File: config.mk
export PLATFORM = sky130hd
export DESIGN_NAME = led_strip_scanner_flat
export DESIGN_NICKNAME = d
export VERILOG_FILES = /design/src/rtl/led_strip_scanner_if.sv /design/src/rtl/led_strip_scanner.sv /design/src/flat_wrapper.sv
export SDC_FILE = /design/constraint.sdc
export NUM_CORES = 1
export LEC_CHECK = 0
export BUFFER_PORTS_ARGS = -buffer_cell sky130_fd_sc_hd__buf_4
export CAP_MARGIN = 25
export CORE_MARGIN = 2
export CORE_UTILIZATION = 59
export DETAILED_ROUTE_END_ITERATION = 10
export PLACE_DENSITY = 0.79
export SLEW_MARGIN = 30
export SYNTH_ARGS = -nofsm -noshare
export SYNTH_HDL_FRONTEND = slang
export SYNTH_SLANG_ARGS = --single-unit
File: constraint.sdc
create_clock -name clock -period 4.6 [get_ports clock]
set_input_delay 0.92 -clock clock [delete_from_list [all_inputs] [get_ports clock]]
set_output_delay 0.92 -clock clock [all_outputs]
set_load 0.02 [all_outputs]
File: src/rtl/led_strip_scanner_if.sv
// Read-side port of the 512x24 colour RAM as seen by the LED strip scanner.
// The scanner drives the strobe and address; the RAM answers one clock later.
interface led_strip_scanner_if;
  logic        perform_read;
  logic [8:0]  read_address;
  logic [23:0] read_data;
  logic        read_data_ready;

  modport master (
    output perform_read,
    output read_address,
    input  read_data,
    input  read_data_ready
  );

  modport slave (
    input  perform_read,
    input  read_address,
    output read_data,
    output read_data_ready
  );
endinterface

File: src/rtl/led_strip_scanner.sv
// Streams LED_COUNT 24-bit words from the colour RAM onto a WS2812-style NRZ line,
// prefetching the next word during bit 23 so words follow each other without a gap.
module led_strip_scanner #(
  parameter int LED_COUNT = 64,
  parameter int T0H       = 5,
  parameter int T1H       = 10,
  parameter int T_BIT     = 15,
  parameter int T_RESET   = 960
) (
  input  logic clock,
  input  logic reset_n,
  input  logic start,
  output logic busy,
  output logic done,
  output logic dout,
  led_strip_scanner_if.master ram
);
  localparam int PH_W = (T_BIT > 1) ? $clog2(T_BIT) : 1;
  localparam int LT_W = $clog2(T_RESET + 1);
  localparam logic [PH_W-1:0] PH_LAST   = PH_W'(T_BIT - 1);
  localparam logic [LT_W-1:0] LT_LAST   = LT_W'(T_RESET - 1);
  localparam logic [8:0]      WORD_LAST = 9'(LED_COUNT - 1);

  typedef enum logic [2:0] {IDLE, FETCH, WAIT, SHIFT, LATCH} state_t;

  state_t          r_state, w_state_nxt;
  logic [PH_W-1:0] r_phase, w_phase_nxt;
  logic [4:0]      r_bitcnt, w_bitcnt_nxt;
  logic [8:0]      r_word, w_word_nxt;
  logic [LT_W-1:0] r_latch, w_latch_nxt;
  logic [23:0]     r_shift, w_shift_nxt;
  logic [23:0]     r_hold, w_hold_nxt;
  logic            r_outstanding, w_outstanding_nxt;
  logic            r_read, w_read_nxt;
  logic [8:0]      r_addr, w_addr_nxt;
  logic            r_busy, w_busy_nxt;
  logic            r_done, w_done_nxt;
  logic            r_dout, w_dout_nxt;
  logic            w_capture;

  assign ram.perform_read = r_read;
  assign ram.read_address = r_addr;
  assign busy             = r_busy;
  assign done             = r_done;
  assign dout             = r_dout;

  always_ff @(posedge clock or negedge reset_n) begin
    if (!reset_n) r_state <= IDLE;
    else          r_state <= w_state_nxt;
  end

  always_comb begin
    w_state_nxt  = r_state;
    w_phase_nxt  = r_phase;
    w_bitcnt_nxt = r_bitcnt;
    w_word_nxt   = r_word;
    w_latch_nxt  = r_latch;
    w_shift_nxt  = r_shift;
    w_hold_nxt   = r_hold;
    w_done_nxt   = 1'b0;
    w_read_nxt   = 1'b0;
    w_addr_nxt   = r_addr;
    // Data is only accepted in the cycle after a strobe; stray ready pulses are dropped.
    w_capture         = ram.read_data_ready && r_outstanding;
    w_outstanding_nxt = (r_outstanding && !w_capture) || r_read;

    unique case (r_state)
      IDLE: if (start) w_state_nxt = FETCH;
      FETCH: begin
        w_state_nxt = WAIT;
        w_read_nxt  = 1'b1;
        w_addr_nxt  = '0;
      end
      WAIT: if (w_capture) begin
        w_shift_nxt  = ram.read_data;
        w_bitcnt_nxt = 5'd23;
        w_phase_nxt  = '0;
        w_word_nxt   = '0;
        w_state_nxt  = SHIFT;
      end
      SHIFT: begin
        if (w_capture) w_hold_nxt = ram.read_data;
        if (r_phase != PH_LAST) begin
          w_phase_nxt = r_phase + 1'b1;
        end else begin
          w_phase_nxt = '0;
          if (r_bitcnt != '0) begin
            w_shift_nxt  = {r_shift[22:0], 1'b0};
            w_bitcnt_nxt = r_bitcnt - 1'b1;
          end else if (r_word == WORD_LAST) begin
            w_latch_nxt = '0;
            w_state_nxt = LATCH;
          end else begin
            w_shift_nxt  = r_hold;
            w_bitcnt_nxt = 5'd23;
            w_word_nxt   = r_word + 9'd1;
          end
        end
      end
      LATCH: begin
        if (r_latch == LT_LAST) begin
          // A start already pending at frame end chains the next frame directly.
          w_done_nxt  = 1'b1;
          w_state_nxt = start ? FETCH : IDLE;
        end else begin
          w_latch_nxt = r_latch + 1'b1;
        end
      end
      default: w_state_nxt = IDLE;
    endcase

    // Prefetch strobe lands in the first cycle of bit 23 of every word but the last.
    if (w_state_nxt == SHIFT && w_phase_nxt == '0 && w_bitcnt_nxt == 5'd23 &&
        r_state != WAIT && w_word_nxt != WORD_LAST) begin
      w_read_nxt = 1'b1;
      w_addr_nxt = w_word_nxt + 9'd1;
    end else if (r_state == WAIT && w_state_nxt == SHIFT && WORD_LAST != 9'd0) begin
      w_read_nxt = 1'b1;
      w_addr_nxt = 9'd1;
    end

    w_busy_nxt = (w_state_nxt != IDLE) && !w_done_nxt;
    w_dout_nxt = (w_state_nxt == SHIFT) &&
                 (int'(w_phase_nxt) < (w_shift_nxt[23] ? T1H : T0H));
  end

  always_ff @(posedge clock or negedge reset_n) begin
    if (!reset_n) begin
      r_phase       <= '0;
      r_bitcnt      <= '0;
      r_word        <= '0;
      r_latch       <= '0;
      r_outstanding <= 1'b0;
      r_read        <= 1'b0;
      r_addr        <= '0;
      r_busy        <= 1'b0;
      r_done        <= 1'b0;
      r_dout        <= 1'b0;
    end else begin
      r_phase       <= w_phase_nxt;
      r_bitcnt      <= w_bitcnt_nxt;
      r_word        <= w_word_nxt;
      r_latch       <= w_latch_nxt;
      r_outstanding <= w_outstanding_nxt;
      r_read        <= w_read_nxt;
      r_addr        <= w_addr_nxt;
      r_busy        <= w_busy_nxt;
      r_done        <= w_done_nxt;
      r_dout        <= w_dout_nxt;
    end
  end

  always_ff @(posedge clock) begin
    r_shift <= w_shift_nxt;
    r_hold  <= w_hold_nxt;
  end
endmodule

File: src/flat_wrapper.sv
// flat-port wrapper written by rule: the top's interface ports become plain ports
module led_strip_scanner_flat 
#(
  parameter int LED_COUNT = 64,
  parameter int T0H       = 5,
  parameter int T1H       = 10,
  parameter int T_BIT     = 15,
  parameter int T_RESET   = 960
)
  (clock, reset_n, start, busy, done, dout, ram_perform_read, ram_read_address, ram_read_data, ram_read_data_ready);
  led_strip_scanner_if ram_i ();
  input  logic clock;
  input  logic reset_n;
  input  logic start;
  output logic busy;
  output logic done;
  output logic dout;
  output wire logic [$bits(ram_i.perform_read)-1:0] ram_perform_read;
  output wire logic [$bits(ram_i.read_address)-1:0] ram_read_address;
  input wire logic [$bits(ram_i.read_data)-1:0] ram_read_data;
  input wire logic [$bits(ram_i.read_data_ready)-1:0] ram_read_data_ready;
  assign ram_perform_read = ram_i.perform_read;
  assign ram_read_address = ram_i.read_address;
  assign ram_i.read_data = ram_read_data;
  assign ram_i.read_data_ready = ram_read_data_ready;
  led_strip_scanner #(.LED_COUNT(LED_COUNT), .T0H(T0H), .T1H(T1H), .T_BIT(T_BIT), .T_RESET(T_RESET)) u_core (.clock(clock), .reset_n(reset_n), .start(start), .busy(busy), .done(done), .dout(dout), .ram(ram_i));
endmodule
==> flow_summary_export.csv <==
group,metric,value,unit
logic_synthesis,yosysUniqueCellTypes,64,
critical_path,crit_slowest_cell,"or4b_1",
pwr,power_density,436.3,mW/mm^2
critical_path,endpoint,"u_core.ram.perform_read",
clocking,clk_latency,370,ps
layout,drive_gt1_share,17.73,%
pwr,sequentialPowerShare,49.0,%
logic_synthesis,seq_area_frac_synth,57.25,%
floorplan,io_pins,41,
sta,final.setup_skew,11.22,ps
grt,grt_pass1_vias,3300,
routing,drtPass1Iterations,7,
floorplan,die_w,91.01,um
pwr,swShare,35.23,%
clocking,post_cts_buffers,0,
routing,finalWirelength,9217,um
run,drv_cap,0,
clocking,holdBufCountCts,0,
sta,final_max_slew_viol_count,0,
critical_path,critical_path_required,4860,ps
pwr,intPower,1.434,mW
hold_path,hp-class,"flop to flop",
clocking,ctsHtreeMaxLevel,3,
clocking,clk_pin_slew,100,ps
layout,nets,473,
clocking,cts.sinks,93,
critical_path,endpoint_kind,"flop",
sta,rsz0062_at_grt,"no",
clocking,root_buffer,"clkbuf_8",
pwr,combPwrFrac,27.0,%
grt,grt_max_degree,46,
routing,drt-initial-drc-count,274,
layout,diodes,0,
clocking,cts_max_path_buffers,2,
sta,relSlewSlack,46.07,%
grt,grt_pass1_wl,15630,um
pwr,p_sw,0.7803,mW
logic_synthesis,ys_ff_latch,93,
routing,vias,3381,
sta,finalSetupTns,0,ps
logic_synthesis,syn_inst,397,
pwr,ir_drop,0.0002307,V
critical_path,timing.rr.end,"u_core.ram.perform_read",
layout,regArea,0.002557,sq mm
grt,grt_remaining_overflow,0,
layout,multi_input_area,0.001719,sq mm
sta,worst_pin_slew,796.4,ps
pwr,power.share.clock,24.1,%
critical_path,r2r_cells,13,
sta,finalHoldViolations,0,
clocking,cts-resized-gates,0,
logic_synthesis,yosys_warnings,0,
routing,post_drt_wl_per_cell,17.10,um
floorplan,die_h,91.01,um
critical_path,r2r_setup_slack,630,ps
placement,place_area,0.004873,sq mm
critical_path,crit_type,"flop to flop",
placement,hpwl,6267,um
routing,wl_met3,493,um
routing,top_layer,"met4",
layout,fillers,546,
layout,final_cell_area,0.005076,sq mm
routing,drc,0,
logic_synthesis,synth_flop_cell,"edfxtp_1",
grt,grtUsageTotal,23.49,%
sta,fin_crit_sh,86.41,%
placement,port_buffers,40,
floorplan,core_area,0.007292,sq mm
critical_path,critPathMaxFanout,27,
floorplan,start_util,61.26,%
placement,place.gp.congestion,0.8588,
logic_synthesis,synth-edff-count,47,
clocking,cts_tree,"yes",
floorplan,row_count,31,
logic_synthesis,async_flop_share,48.39,%
run_status,outcome,"finished, final reports clean",
critical_path,critPathLaunch,"u_core.r_bitcnt[0]",
sta,clock.fmax,0.2516,GHz
critical_path,crit_chain,"inv_1 > ha_1 > or4b_1 > a2111oi_4 > buf_4 > nand2_1 > a21oi_1 > ha_1 > inv_1 > a311oi_1 > nand4_2 > o41a_1 > nand2b_1",
critical_path,max_stage_delay,600,ps
sta,setup_viol,0,
logic_synthesis,netlist_area,0.004467,sq mm
routing,vias_per_cell,6.273,
logic_synthesis,syn_nets,435,
critical_path,cp.arrival,4240,ps
critical_path,start_kind,"flop",
sta,post-route-min-period,3975,ps
floorplan,die_area,0.008283,sq mm
layout,syn_to_final_growth,13.64,%
logic_synthesis,syn_area_per_cell,11.25,sq um
clocking,cts_made_buffers,9,
routing,met1_length,4250,um
critical_path,r2r_start,"u_core.r_bitcnt[0]",
routing,met2WireLength,4303,um
pwr,power_leakage,2.178,nW
grt,antenna_found_initial,0,
routing,postRouteAntennaNets,0,
## critical path, delay by kind of cell, from the launching register on
family | cells | cell delay (ps)
buf+inv | 3 | 500
flops | 1 | 420
fa+ha+maj | 2 | 380
compound gates | 4 | 1400
simple gates | 4 | 1150
## kinds of logic (layout without fill, tap and decap cells)
kind of cell             Yosys count  count (layout)  synth area share, %
AO/OA/AOI/OAI                     93              93                16.08
multiplexers                      12              12                2.717
XOR/XNOR                           8               8                1.569
buffers and inverters             52              95                4.538
AND/OR/NAND/NOR                  129             129                15.04
flip-flops                        93              93                57.25
adder cells (fa/ha/maj)           10              10                2.801
## cell usage after synthesis (all sizes together) (3+ instances only)
| library cell | n | area share, % |
|---|---|---|
| edfxtp | 47 | 32 |
| dfrtp | 45 | 25 |
| nand2 | 43 | 3.6 |
| inv | 32 | 2.7 |
| nor2 | 21 | 1.8 |
| a222oi | 20 | 4.5 |
| o21ai | 19 | 2.1 |
| clkbuf | 14 | 1.2 |
| nand3 | 14 | 1.6 |
| a21oi | 13 | 1.5 |
| mux2i | 11 | 2.5 |
| ha | 10 | 2.8 |
| nor3 | 10 | 1.4 |
| nand4 | 8 | 1.3 |
| buf | 6 | 0.67 |
| xor2 | 6 | 1.2 |
| and3 | 5 | 0.70 |
| a21o | 4 | 0.67 |
| a22o | 4 | 0.78 |
| a31oi | 4 | 0.56 |
| nand2b | 4 | 0.56 |
| nor4b | 4 | 1.1 |
| or2 | 4 | 0.56 |
| a22oi | 3 | 0.50 |
| nor4 | 3 | 0.42 |
| o31ai | 3 | 0.50 |
## stage by stage
step / power, mW / util, % / worst slack, ps / hold slack (ps) / cells
finish: 2.215 / 69.61 / 625.1 / 502.1 / 539
global route: 2.353 / 69.61 / 291.5 / 520.5 / 539
CTS: 2.225 / 69.61 / 617.4 / 499.9 / 539
detailed placement: 1.692 / 66.83 / 693.2 / 471.1 / 523
global placement: 1.672 / 66.83 / 812.4 / 468.6 / 523
floorplan: 1.495 / - / 1107 / 457.1 / 397
## state kept, by name (all words and copies together) (netlist names)
register and flops:
u_core.busy 1, u_core.done 1, u_core.dout 1, u_core.r_bitcnt 5, u_core.r_hold 24, u_core.r_latch 10
u_core.r_outstanding 1, u_core.r_phase 4, u_core.r_shift 24, u_core.r_state 3, u_core.r_word 9, u_core.ram.perform_read 1
u_core.ram.read_address 9
## layout by cell type, fill, tap and decap left out, drive strengths merged, types with 2 or more instances in the layout
cell type,count
buf,47
edfxtp,47
dfrtp,45
nand2,43
inv,34
nor2,21
a222oi,20
o21ai,19
nand3,14
a21oi,13
mux2i,11
ha,10
nor3,10
clkbuf,9
nand4,8
xor2,6
and3,5
clkinv,5
nand2b,4
a21o,4
a22o,4
a31oi,4
or2,4
nor4b,4
o31ai,3
nor4,3
a22oi,3
and4,2
o22ai,2
and2,2
a211oi,2
nor2b,2
a311oi,2
or3,2
xnor2,2
a2111oi,2
a41oi,2
## how the worst min path moves through the flow
stage                     cells after the start                     from                   end  slack (ps)
after CTS                                     1  u_core.ram.perform_read  u_core.r_outstanding         500
after detailed placement                      1  u_core.ram.perform_read  u_core.r_outstanding         470
final                                         1  u_core.ram.perform_read  u_core.r_outstanding         500
after floorplan                               2        u_core.r_latch[1]     u_core.r_latch[1]         460
after global placement                        1  u_core.ram.perform_read  u_core.r_outstanding         470
after global routing                          1  u_core.ram.perform_read  u_core.r_outstanding         520
## layout make-up
type	instances	area share, %
Clock buffer	9	2.440
Clock inverter	7	1.553
Multi-Input combinational cell	252	33.87
Inverter	32	2.366
Sequential cell	93	50.38
Timing Repair Buffer	47	6.951
Tap cell	99	2.440
## power by group through the flow
stage	clock network [mW]	logic [mW]	registers, mW
2_1_floorplan	0	0.410	1.09
3_3_place_gp	0	0.579	1.09
3_5_place_dp	0	0.595	1.10
4_1_cts	0.545	0.597	1.08
5_1_grt	0.577	0.674	1.10
6_report	0.533	0.597	1.08
## routing by layer
layer | vias to the layer above | track usage, %
met3 | 18 | 5.311
met2 | 106 | 37.10
li1 | 1579 | -
met5 | - | 0
met1 | 1678 | 32.55
met4 | 0 | 7.576
(Power assumes the default switching activity.)
